File: config.mk
export PLATFORM = sky130hd
export DESIGN_NAME = bch_syndrome_ctrl_flat
export DESIGN_NICKNAME = d
export VERILOG_FILES = /design/src/rtl/bch_syndrome_ctrl_if.sv /design/src/rtl/bch_syndrome_ctrl.sv /design/src/flat_wrapper.sv
export SDC_FILE = /design/constraint.sdc
export NUM_CORES = 1
export LEC_CHECK = 0
export BUFFER_PORTS_ARGS = -buffer_cell sky130_fd_sc_hd__buf_2
export CORE_ASPECT_RATIO = 1.1
export CORE_UTILIZATION = 45
export DETAILED_ROUTE_END_ITERATION = 8
export GPL_ROUTABILITY_DRIVEN = 0
export GPL_TIMING_DRIVEN = 1
export PLACE_DENSITY = 0.7
export RECOVER_POWER = 25
export SLEW_MARGIN = 20
export SYNTH_ARGS = -nofsm -noshare
export SYNTH_HDL_FRONTEND = slang
export SYNTH_SLANG_ARGS = --single-unit
File: constraint.sdc
create_clock -name clk -period 3.7 [get_ports clk]
set_input_delay 0.555 -clock clk [delete_from_list [all_inputs] [get_ports clk]]
set_output_delay 0.555 -clock clk [all_outputs]
set_load 0.005 [all_outputs]
File: src/rtl/bch_syndrome_ctrl_if.sv
// Upstream beat stream and downstream syndrome stream of the BCH syndrome controller.
// The master side feeds codeword beats and consumes syndromes; the slave is the controller.
interface bch_syndrome_ctrl_if #(
    parameter int unsigned M    = 13,
    parameter int unsigned NSYN = 16
);
    logic                in_valid;
    logic                in_ready;
    logic [31:0]         in_data;
    logic                in_sop;
    logic [NSYN*M-1:0]   synd_out;
    logic                synd_zero;
    logic                synd_valid;
    logic                synd_ready;

    modport master (
        output in_valid, in_data, in_sop, synd_ready,
        input  in_ready, synd_out, synd_zero, synd_valid
    );

    modport slave (
        input  in_valid, in_data, in_sop, synd_ready,
        output in_ready, synd_out, synd_zero, synd_valid
    );
endinterface

File: src/rtl/bch_syndrome_ctrl.sv
// Frames 32-bit codeword beats into the parallel syndrome datapath, aborts on framing
// errors and captures final syndromes into a 2-entry FIFO for the key-equation solver.
module bch_syndrome_ctrl #(
    parameter int unsigned CW_BEATS = 256,
    parameter int unsigned BEAT_W   = 9,
    parameter int unsigned M        = 13,
    parameter int unsigned NSYN     = 16
) (
    input  logic                clk,
    input  logic                reset,
    bch_syndrome_ctrl_if.slave  bus,
    output logic                dp_reset,
    output logic [31:0]         dp_bits,
    input  logic [NSYN*M-1:0]   dp_synd,
    output logic                frame_err,
    output logic [15:0]         cw_count
);

    localparam int unsigned SW = NSYN * M;
    localparam logic [BEAT_W-1:0] LastCnt = BEAT_W'(CW_BEATS - 1);

    typedef enum logic [1:0] {StIdle, StRun, StLast, StCapt} state_e;

    state_e            state_q, state_d;
    logic [BEAT_W-1:0] cnt_q, cnt_d;
    logic [31:0]       bits_q, bits_d;
    logic              dpr_q, dpr_d;
    logic              ferr_q, ferr_d;
    logic [15:0]       cw_q;
    logic              accept, push, pop;

    logic [SW:0]       mem_q [2];
    logic [SW:0]       mem_d [2];
    logic [1:0]        count_q, count_d;

    assign accept = bus.in_valid && bus.in_ready;
    assign pop    = bus.synd_valid && bus.synd_ready;

    always_ff @(posedge clk) begin
        if (reset) begin
            state_q <= StIdle;
        end else begin
            state_q <= state_d;
        end
    end

    always_comb begin
        state_d = state_q;
        unique case (state_q)
            StIdle: begin
                if (accept && bus.in_sop) state_d = (CW_BEATS == 1) ? StLast : StRun;
            end
            StRun: begin
                if (!bus.in_valid || bus.in_sop) state_d = StIdle;
                else if (cnt_q == LastCnt)       state_d = StLast;
            end
            StLast: state_d = StCapt;
            StCapt: state_d = StIdle;
        endcase
    end

    always_comb begin
        bus.in_ready = 1'b0;
        bits_d       = bits_q;
        dpr_d        = dpr_q;
        cnt_d        = cnt_q;
        ferr_d       = 1'b0;
        push         = 1'b0;
        unique case (state_q)
            StIdle: begin
                // Only start a codeword when its capture slot is guaranteed.
                bus.in_ready = !reset && (count_q < 2'd2);
                dpr_d        = 1'b1;
                bits_d       = '0;
                cnt_d        = '0;
                if (accept) begin
                    if (bus.in_sop) begin
                        bits_d = bus.in_data;
                        dpr_d  = 1'b0;
                        cnt_d  = BEAT_W'(1);
                    end else begin
                        ferr_d = 1'b1;
                    end
                end
            end
            StRun: begin
                bus.in_ready = !reset;
                if (!bus.in_valid || bus.in_sop) begin
                    ferr_d = 1'b1;
                    dpr_d  = 1'b1;
                    bits_d = '0;
                    cnt_d  = '0;
                end else begin
                    bits_d = bus.in_data;
                    cnt_d  = cnt_q + BEAT_W'(1);
                end
            end
            StLast: begin
                dpr_d  = 1'b1;
                bits_d = '0;
                cnt_d  = '0;
            end
            StCapt: begin
                push   = 1'b1;
                dpr_d  = 1'b1;
                bits_d = '0;
            end
        endcase
    end

    always_ff @(posedge clk) begin
        if (reset) begin
            cnt_q  <= '0;
            bits_q <= '0;
            dpr_q  <= 1'b1;
            ferr_q <= 1'b0;
            cw_q   <= '0;
        end else begin
            cnt_q  <= cnt_d;
            bits_q <= bits_d;
            dpr_q  <= dpr_d;
            ferr_q <= ferr_d;
            if (push) cw_q <= cw_q + 16'd1;
        end
    end

    // Head lives in slot 0; vacated slots are zeroed so an empty FIFO reads as zero.
    always_comb begin
        mem_d[0] = mem_q[0];
        mem_d[1] = mem_q[1];
        count_d  = count_q;
        if (pop) begin
            mem_d[0] = mem_q[1];
            mem_d[1] = '0;
            count_d  = count_q - 2'd1;
        end
        if (push) begin
            mem_d[count_d[0]] = {dp_synd, dp_synd == '0};
            count_d           = count_d + 2'd1;
        end
    end

    always_ff @(posedge clk) begin
        if (reset) begin
            mem_q[0] <= '0;
            mem_q[1] <= '0;
            count_q  <= '0;
        end else begin
            mem_q[0] <= mem_d[0];
            mem_q[1] <= mem_d[1];
            count_q  <= count_d;
        end
    end

    assign dp_reset       = dpr_q || reset;
    assign dp_bits        = bits_q;
    assign frame_err      = ferr_q;
    assign cw_count       = cw_q;
    assign bus.synd_valid = (count_q != 2'd0);
    assign bus.synd_out   = mem_q[0][SW:1];
    assign bus.synd_zero  = mem_q[0][0];

endmodule

File: src/flat_wrapper.sv
// flat-port wrapper written by rule: the top's interface ports become plain ports
module bch_syndrome_ctrl_flat 
#(
    parameter int unsigned CW_BEATS = 256,
    parameter int unsigned BEAT_W   = 9,
    parameter int unsigned M        = 13,
    parameter int unsigned NSYN     = 16
)
  (clk, reset, dp_reset, dp_bits, dp_synd, frame_err, cw_count, bus_in_valid, bus_in_data, bus_in_sop, bus_synd_ready, bus_in_ready, bus_synd_out, bus_synd_zero, bus_synd_valid);
  bch_syndrome_ctrl_if #(.M(M), .NSYN(NSYN)) bus_i ();
  input  logic clk;
  input  logic reset;
  output logic dp_reset;
  output logic [31:0] dp_bits;
  input  logic [NSYN*M-1:0] dp_synd;
  output logic frame_err;
  output logic [15:0] cw_count;
  input wire logic [$bits(bus_i.in_valid)-1:0] bus_in_valid;
  input wire logic [$bits(bus_i.in_data)-1:0] bus_in_data;
  input wire logic [$bits(bus_i.in_sop)-1:0] bus_in_sop;
  input wire logic [$bits(bus_i.synd_ready)-1:0] bus_synd_ready;
  output wire logic [$bits(bus_i.in_ready)-1:0] bus_in_ready;
  output wire logic [$bits(bus_i.synd_out)-1:0] bus_synd_out;
  output wire logic [$bits(bus_i.synd_zero)-1:0] bus_synd_zero;
  output wire logic [$bits(bus_i.synd_valid)-1:0] bus_synd_valid;
  assign bus_i.in_valid = bus_in_valid;
  assign bus_i.in_data = bus_in_data;
  assign bus_i.in_sop = bus_in_sop;
  assign bus_i.synd_ready = bus_synd_ready;
  assign bus_in_ready = bus_i.in_ready;
  assign bus_synd_out = bus_i.synd_out;
  assign bus_synd_zero = bus_i.synd_zero;
  assign bus_synd_valid = bus_i.synd_valid;
  bch_syndrome_ctrl #(.CW_BEATS(CW_BEATS), .BEAT_W(BEAT_W), .M(M), .NSYN(NSYN)) u_core (.clk(clk), .reset(reset), .bus(bus_i), .dp_reset(dp_reset), .dp_bits(dp_bits), .dp_synd(dp_synd), .frame_err(frame_err), .cw_count(cw_count));
endmodule
; Yosys cells after proc, flatten, opt, wreduce, memory -nomap -nowiden
; Memory sizes are Yosys's and may differ from the RTL's.
; Index checks and enable logic that the tools add are counted.
[totals]
output_inout_bits = 261
register_bits = 63
ram_bits = 418
latchBits = 0
memories = 1
romBits = 0
[memory_table]
columns = name, words, word_bits, rd, rd_clocked_by_memory_dff, write_ports, line_no
row1 = u_core.mem_q, 2, 209, 2, 0, 2, bch_syndrome_ctrl.sv:32  ; logic [SW:0] mem_q [2];
[classes]
n_mul = 0
reduce_logical = 15
n_lt_le_gt_ge = 3
div_mod_pow = 0
bitwise_logic = 3
n_shift = 0
mux = 33
eq_ne = 7
add_sub_neg = 4
[op_table]
columns = cell, count
row1 = two-way mux 418 bit, 2
row2 = two-way mux 209 bit, 3
row3 = bitwise mux 418 bit, 1
row4 = demux 209 bit (select 1 bit), 1
row5 = logical NOT 208 bit, 1
row6 = two-way mux 32 bit, 3
row7 = one-hot mux 32 bit (3 select lines), 1
row8 = one-hot mux 9 bit (3 select lines), 1
row9 = two-way mux 9 bit, 2
row10 = adder 16 x 1 -> 16 bit (second input constant), 1
row11 = two-way mux 1 bit, 10
row12 = two-way mux 2 bit, 5
row13 = adder 9 x 1 -> 9 bit (second input constant), 1
row14 = equality test 9 x 8 -> 1 bit (second input constant), 1
row15 = one-hot mux 2 bit (4 select lines), 1
row16 = logical AND 1 bit, 5
row17 = equality test 2 bit (second input constant), 2
row18 = != test 2 x 1 -> 1 bit (second input constant), 2
row19 = one-hot mux 1 bit (2 select lines), 2
row20 = != test 3 x 1 -> 1 bit (second input constant), 1
row21 = one-hot mux 1 bit (3 select lines), 1
row22 = nonzero test 3 bit, 1
row23 = adder 2 x 1 -> 2 bit (second input constant), 1
row24 = equality test 2 x 1 -> 1 bit (second input constant), 1
row25 = 12 further kinds, 15

; Depth between registers and ports, before layout
[logic_depth]
depth_word = 11
mapped_depth = 11

; Worst setup path before layout
; No wires, ideal clock.
[synth_timing]
path_type = flip-flop to flip-flop
from = reg u_core.count_q[0]
to = mem u_core.mem_q[0][357] (netlist bit)
stages_incl_launch_ff = 12
period_less_slack_ps = 2048
setup_ps = 117
t_arrival_ps = 1931
path_buffers = 4
slack_ps = 1652
cell_sequence = dfxtp_1 -> inv_1 -> ha_1 -> nor2b_1 -> buf_6 -> xnor2_4 -> nor2b_4 -> and2_1 -> buf_4 -> buf_6 -> buf_4 -> a22o_1
[synth_rtl]
columns = item, line_no
row1 = start: declaration, bch_syndrome_ctrl.sv:34  ; logic [1:0] count_q, count_d;
row2 = start signal: assignment, bch_syndrome_ctrl.sv:151  ; count_q <= count_d;
row3 = end: declaration, bch_syndrome_ctrl.sv:32

==> summary.txt <==
Global route
  • GRT Overall Usage: 24.4%
  • Gr ovfl total: 0
  • Vias in the first global route: between 15k and 20k
  • First-pass GRT wire length: 88200 um
  • Antenna violations before repair: 3
  • Largest net degree at the start of global routing: ~210

Power and ir drop
  • Clk pwr share: 45.6%
  • Internal power: about 8400 uW
  • Worst VDD drop: about 0.31 mV
  • Sw Share: 23.6%
  • Leakage: between 0.008 and 0.009 uW
  • Flop pwr share: 47.6%
  • PwrDens: 489 nW/um^2
  • Combinational power share: between 6 and 7%
  • Switch Pwr: 2590 uW

Logic synthesis
  • Syn. warnings: 0
  • Yosys cell types: between 40 and 50
  • Post-synthesis average cell area: 9.09 sq um
  • Post-synthesis sequential area ratio: 49.1%
  • Synth Register Bits: 481
  • Post-Syn Area: slightly below 20000 sq um
  • Synthesized instance count: 2160
  • Syn nets: 2414

Clock tree
  • Num CTS Buffers: roughly 50
  • CTS Hold Buffers Added: 0
  • CTS tree: built
  • Clock Tree Root: clkbuf_16
  • H-tree depth: 2
  • Clock sink total: 481
  • Clock Tree Buf Depth: 3
  • Postcts setup bufs: 0
  • Insertion delay to the later sink of the worst-skew pair: 0.56 ns
  • Resized cells post-CTS: 0
  • Clock transition at path regs: about 0.06 ns

Detailed routing
  • Via Count: 16.7k
  • 1st-iter DRT viols: 1228
  • Metal-1 WL: 24700 um
  • Routed WL per cell: 19.1 um
  • Remaining antenna violation count: 0
  • Uppermost layer routed: met5
  • DRC errors left: 0
  • Met2 routed WL: between 20000 and 30000 um
  • Vias per cell: 5.63
  • Iteration count of the initial detailed-routing pass: 5
  • Drt total wl: 56700 um
  • Met3 routed WL: 3770 um

Placed design
  • I/O Buffers: 505
  • Placed Cells: 2879
  • Dpl hpwl: 37300 um
  • Post-place setup slack: 1.04 ns

Floorplanning
  • Starting density of the core: 46.0%
  • Core region area: between 40000 and 50000 sq um
  • Chip height: between 200 and 250 um
  • FP Rows: between 70 and 80
  • Die Area: 44500 sq um
  • Die X: between 200 and 250 um
  • IO Count: 506

Worst setup path
  • Startpoint types: flip-flop
  • Worst Reg-to-Reg Cells: 6
  • Worst r2r dst: u_core.mem_q[0][17]$_SDFF_PP0_
  • Worst EP required: 4.16 ns
  • R2r setup slk: 0.88 ns
  • Critical R2R Launch: u_core.count_q[0]$_SDFF_PP0_
  • CP max FO: ~210
  • CP arrival: between 3 and 4 ns
  • CP endpoint kind: flip-flop
  • Crit path kind: reg2reg

Run status
  • Status: finished clean

STA
  • Worst hold slack: between 0.15 and 0.2 ns
  • Sum of negative setup slack: 0 ns
  • Setup Viol. Count Final: 0
  • Slew Limit Fails: 0
  • Fin. Hold Viols: 0
  • RSZ-0062 raised after global routing: false
  • Relative slew slack: 2.59%
  • Fmax: 355 MHz
  • Setup ws final: 0.880 ns
  • Final Cycle Share: 76.2%
  • Worst Clk Skew: 0.0173 ns
  • Measured slew at the worst slew-check pin: about 1.5 ns
  • Minimum clock period: between 2 and 3 ns

Cells and area
  • Final core occ: 52.4%
  • Share of layout cells above drive strength 1: 21.4%
  • P&R area growth vs syn: 14.1%
  • Most common cell after layout, fill and taps aside: dfxtp_1
  • Nets: about 2.6k
  • Post-Layout Cell Count: roughly 3.0k
  • Commonest non-fill, non-tap cells in the layout: dfxtp_1 (481), nand2_1 (433), buf_2 (402)

Worst hold path
  • Worst Hold End: u_core.dp_bits[2]$_SDFF_PP0_
  • Hold path startpoint: bus_in_data[2]
  • Worst Hold Path Cells: 2
  • Class of the worst hold path: in2reg

Run
  • Total of max-cap violations: 0
worst max-delay path, stage by stage (launching register included):
cell      delay (ns)
dfxtp_1         0.45
inv_1           0.11
ha_1            0.26
nor2b_4         0.29
buf_12          0.52
nand2_1         0.17
a311oi_1        0.31
final cells by class:
class                   instances  area [sq um]
diodes                          3          7.51
clock buffers                  77          1490
clock inverters                 9           126
fillers                      3936         20300
inverters                       9          33.8
multi-input cells            1291          7580
flip-flops and latches        481          9630
well taps                     567           709
repair buffers                531          2810
cells by family (layout without fill, tap and decap cells):
family,after synthesis,in the layout,synth area share (%)
multiplexers,1,1,0.0510
flip-flops,481,481,49.1
buffers and inverters,388,626,12.5
AO/OA/AOI/OAI,439,439,19.3
AND/OR/NAND/NOR,821,821,17.5
XOR/XNOR,21,21,1.03
other,0,3,0
adder cells (fa/ha/maj),9,9,0.574
worst max path at each step:
| stage | startpoint | to | slack [ns] | cells past startpoint |
|---|---|---|---|---|
| 2_1_floorplan | u_core.count_q[0]$_SDFF_PP0_ | u_core.mem_q[0][357]$_SDFF_PP0_ | 1.65 | 11 |
| 3_3_place_gp | dp_synd[205] | u_core.mem_q[0][0]$_SDFF_PP0_ | 1.06 | 7 |
| 3_5_place_dp | dp_synd[205] | u_core.mem_q[0][0]$_SDFF_PP0_ | 1.04 | 7 |
| 4_1_cts | u_core.count_q[0]$_SDFF_PP0_ | u_core.mem_q[0][6]$_SDFF_PP0_ | 1.02 | 8 |
| 5_1_grt | u_core.state_q[0]$_SDFFE_PP0P_ | u_core.mem_q[0][347]$_SDFF_PP0_ | 0.78 | 6 |
| 6_report | u_core.count_q[0]$_SDFF_PP0_ | u_core.mem_q[0][17]$_SDFF_PP0_ | 0.88 | 6 |
synthesized netlist by cell type:
cell / n / area (sq um)
a211o_1: 1 / 8.76
a211oi_1: 1 / 7.51
a21oi_1: 7 / 35.0
a22o_1: 204 / 1790
a22oi_1: 4 / 30.0
a311oi_1: 209 / 1830
a31o_2: 1 / 8.76
a31oi_1: 3 / 18.8
and2_1: 34 / 213
and3_1: 4 / 25.0
and3b_1: 1 / 8.76
buf_1: 7 / 26.3
buf_2: 61 / 305
buf_4: 218 / 1640
buf_6: 13 / 146
clkbuf_1: 80 / 300
dfxtp_1: 481 / 9630
ha_1: 9 / 113
inv_1: 9 / 33.8
mux2i_1: 1 / 10.0
nand2_1: 435 / 1630
nand2b_1: 5 / 31.3
nand3_1: 7 / 35.0
nand3b_1: 1 / 7.51
nand4_1: 19 / 119
nor2_1: 243 / 912
nor2b_1: 4 / 25.0
nor2b_4: 1 / 13.8
nor3_1: 6 / 30.0
nor3b_1: 3 / 22.5
nor4_1: 55 / 344
o2111ai_1: 1 / 8.76
o21a_1: 1 / 7.51
o21ai_0: 4 / 20.0
o221a_2: 1 / 11.3
o22ai_1: 2 / 12.5
or2_2: 2 / 12.5
or3_1: 1 / 6.26
xnor2_1: 5 / 43.8
xnor2_4: 1 / 27.5
xor2_1: 15 / 131
flip-flops by register name (all words and copies together), names as in the netlist, named ones only:
signal / count
u_core.count_q: 2
u_core.mem_q: 418
u_core.dp_bits: 32
u_core.cw_count: 16
u_core.dpr_q: 1
u_core.cnt_q: 9
u_core.frame_err: 1
u_core.state_q: 1
layer usage:
layer | up-vias | GRT usage [%]
li1 | 7846 | -
met1 | 8083 | 32.6
met2 | 676 | 39.7
met3 | 87 | 4.18
met4 | 4 | 8.37
met5 | - | 0
power groups by stage:
stage	clock network (uW)	registers [uW]	logic, uW
6_report	4990	5220	746
5_1_grt	5310	5210	796
4_1_cts	5090	5210	746
3_5_place_dp	0	5330	744
3_3_place_gp	0	5330	734
2_1_floorplan	0	5330	352
metrics by stage:
step,cell area (sq um),power [uW]
2_1_floorplan,19600,5680
3_3_place_gp,20900,6060
3_5_place_dp,20900,6070
4_1_cts,22500,11000
5_1_grt,22400,11300
6_report,22400,11000
(Power assumes the default switching activity.)
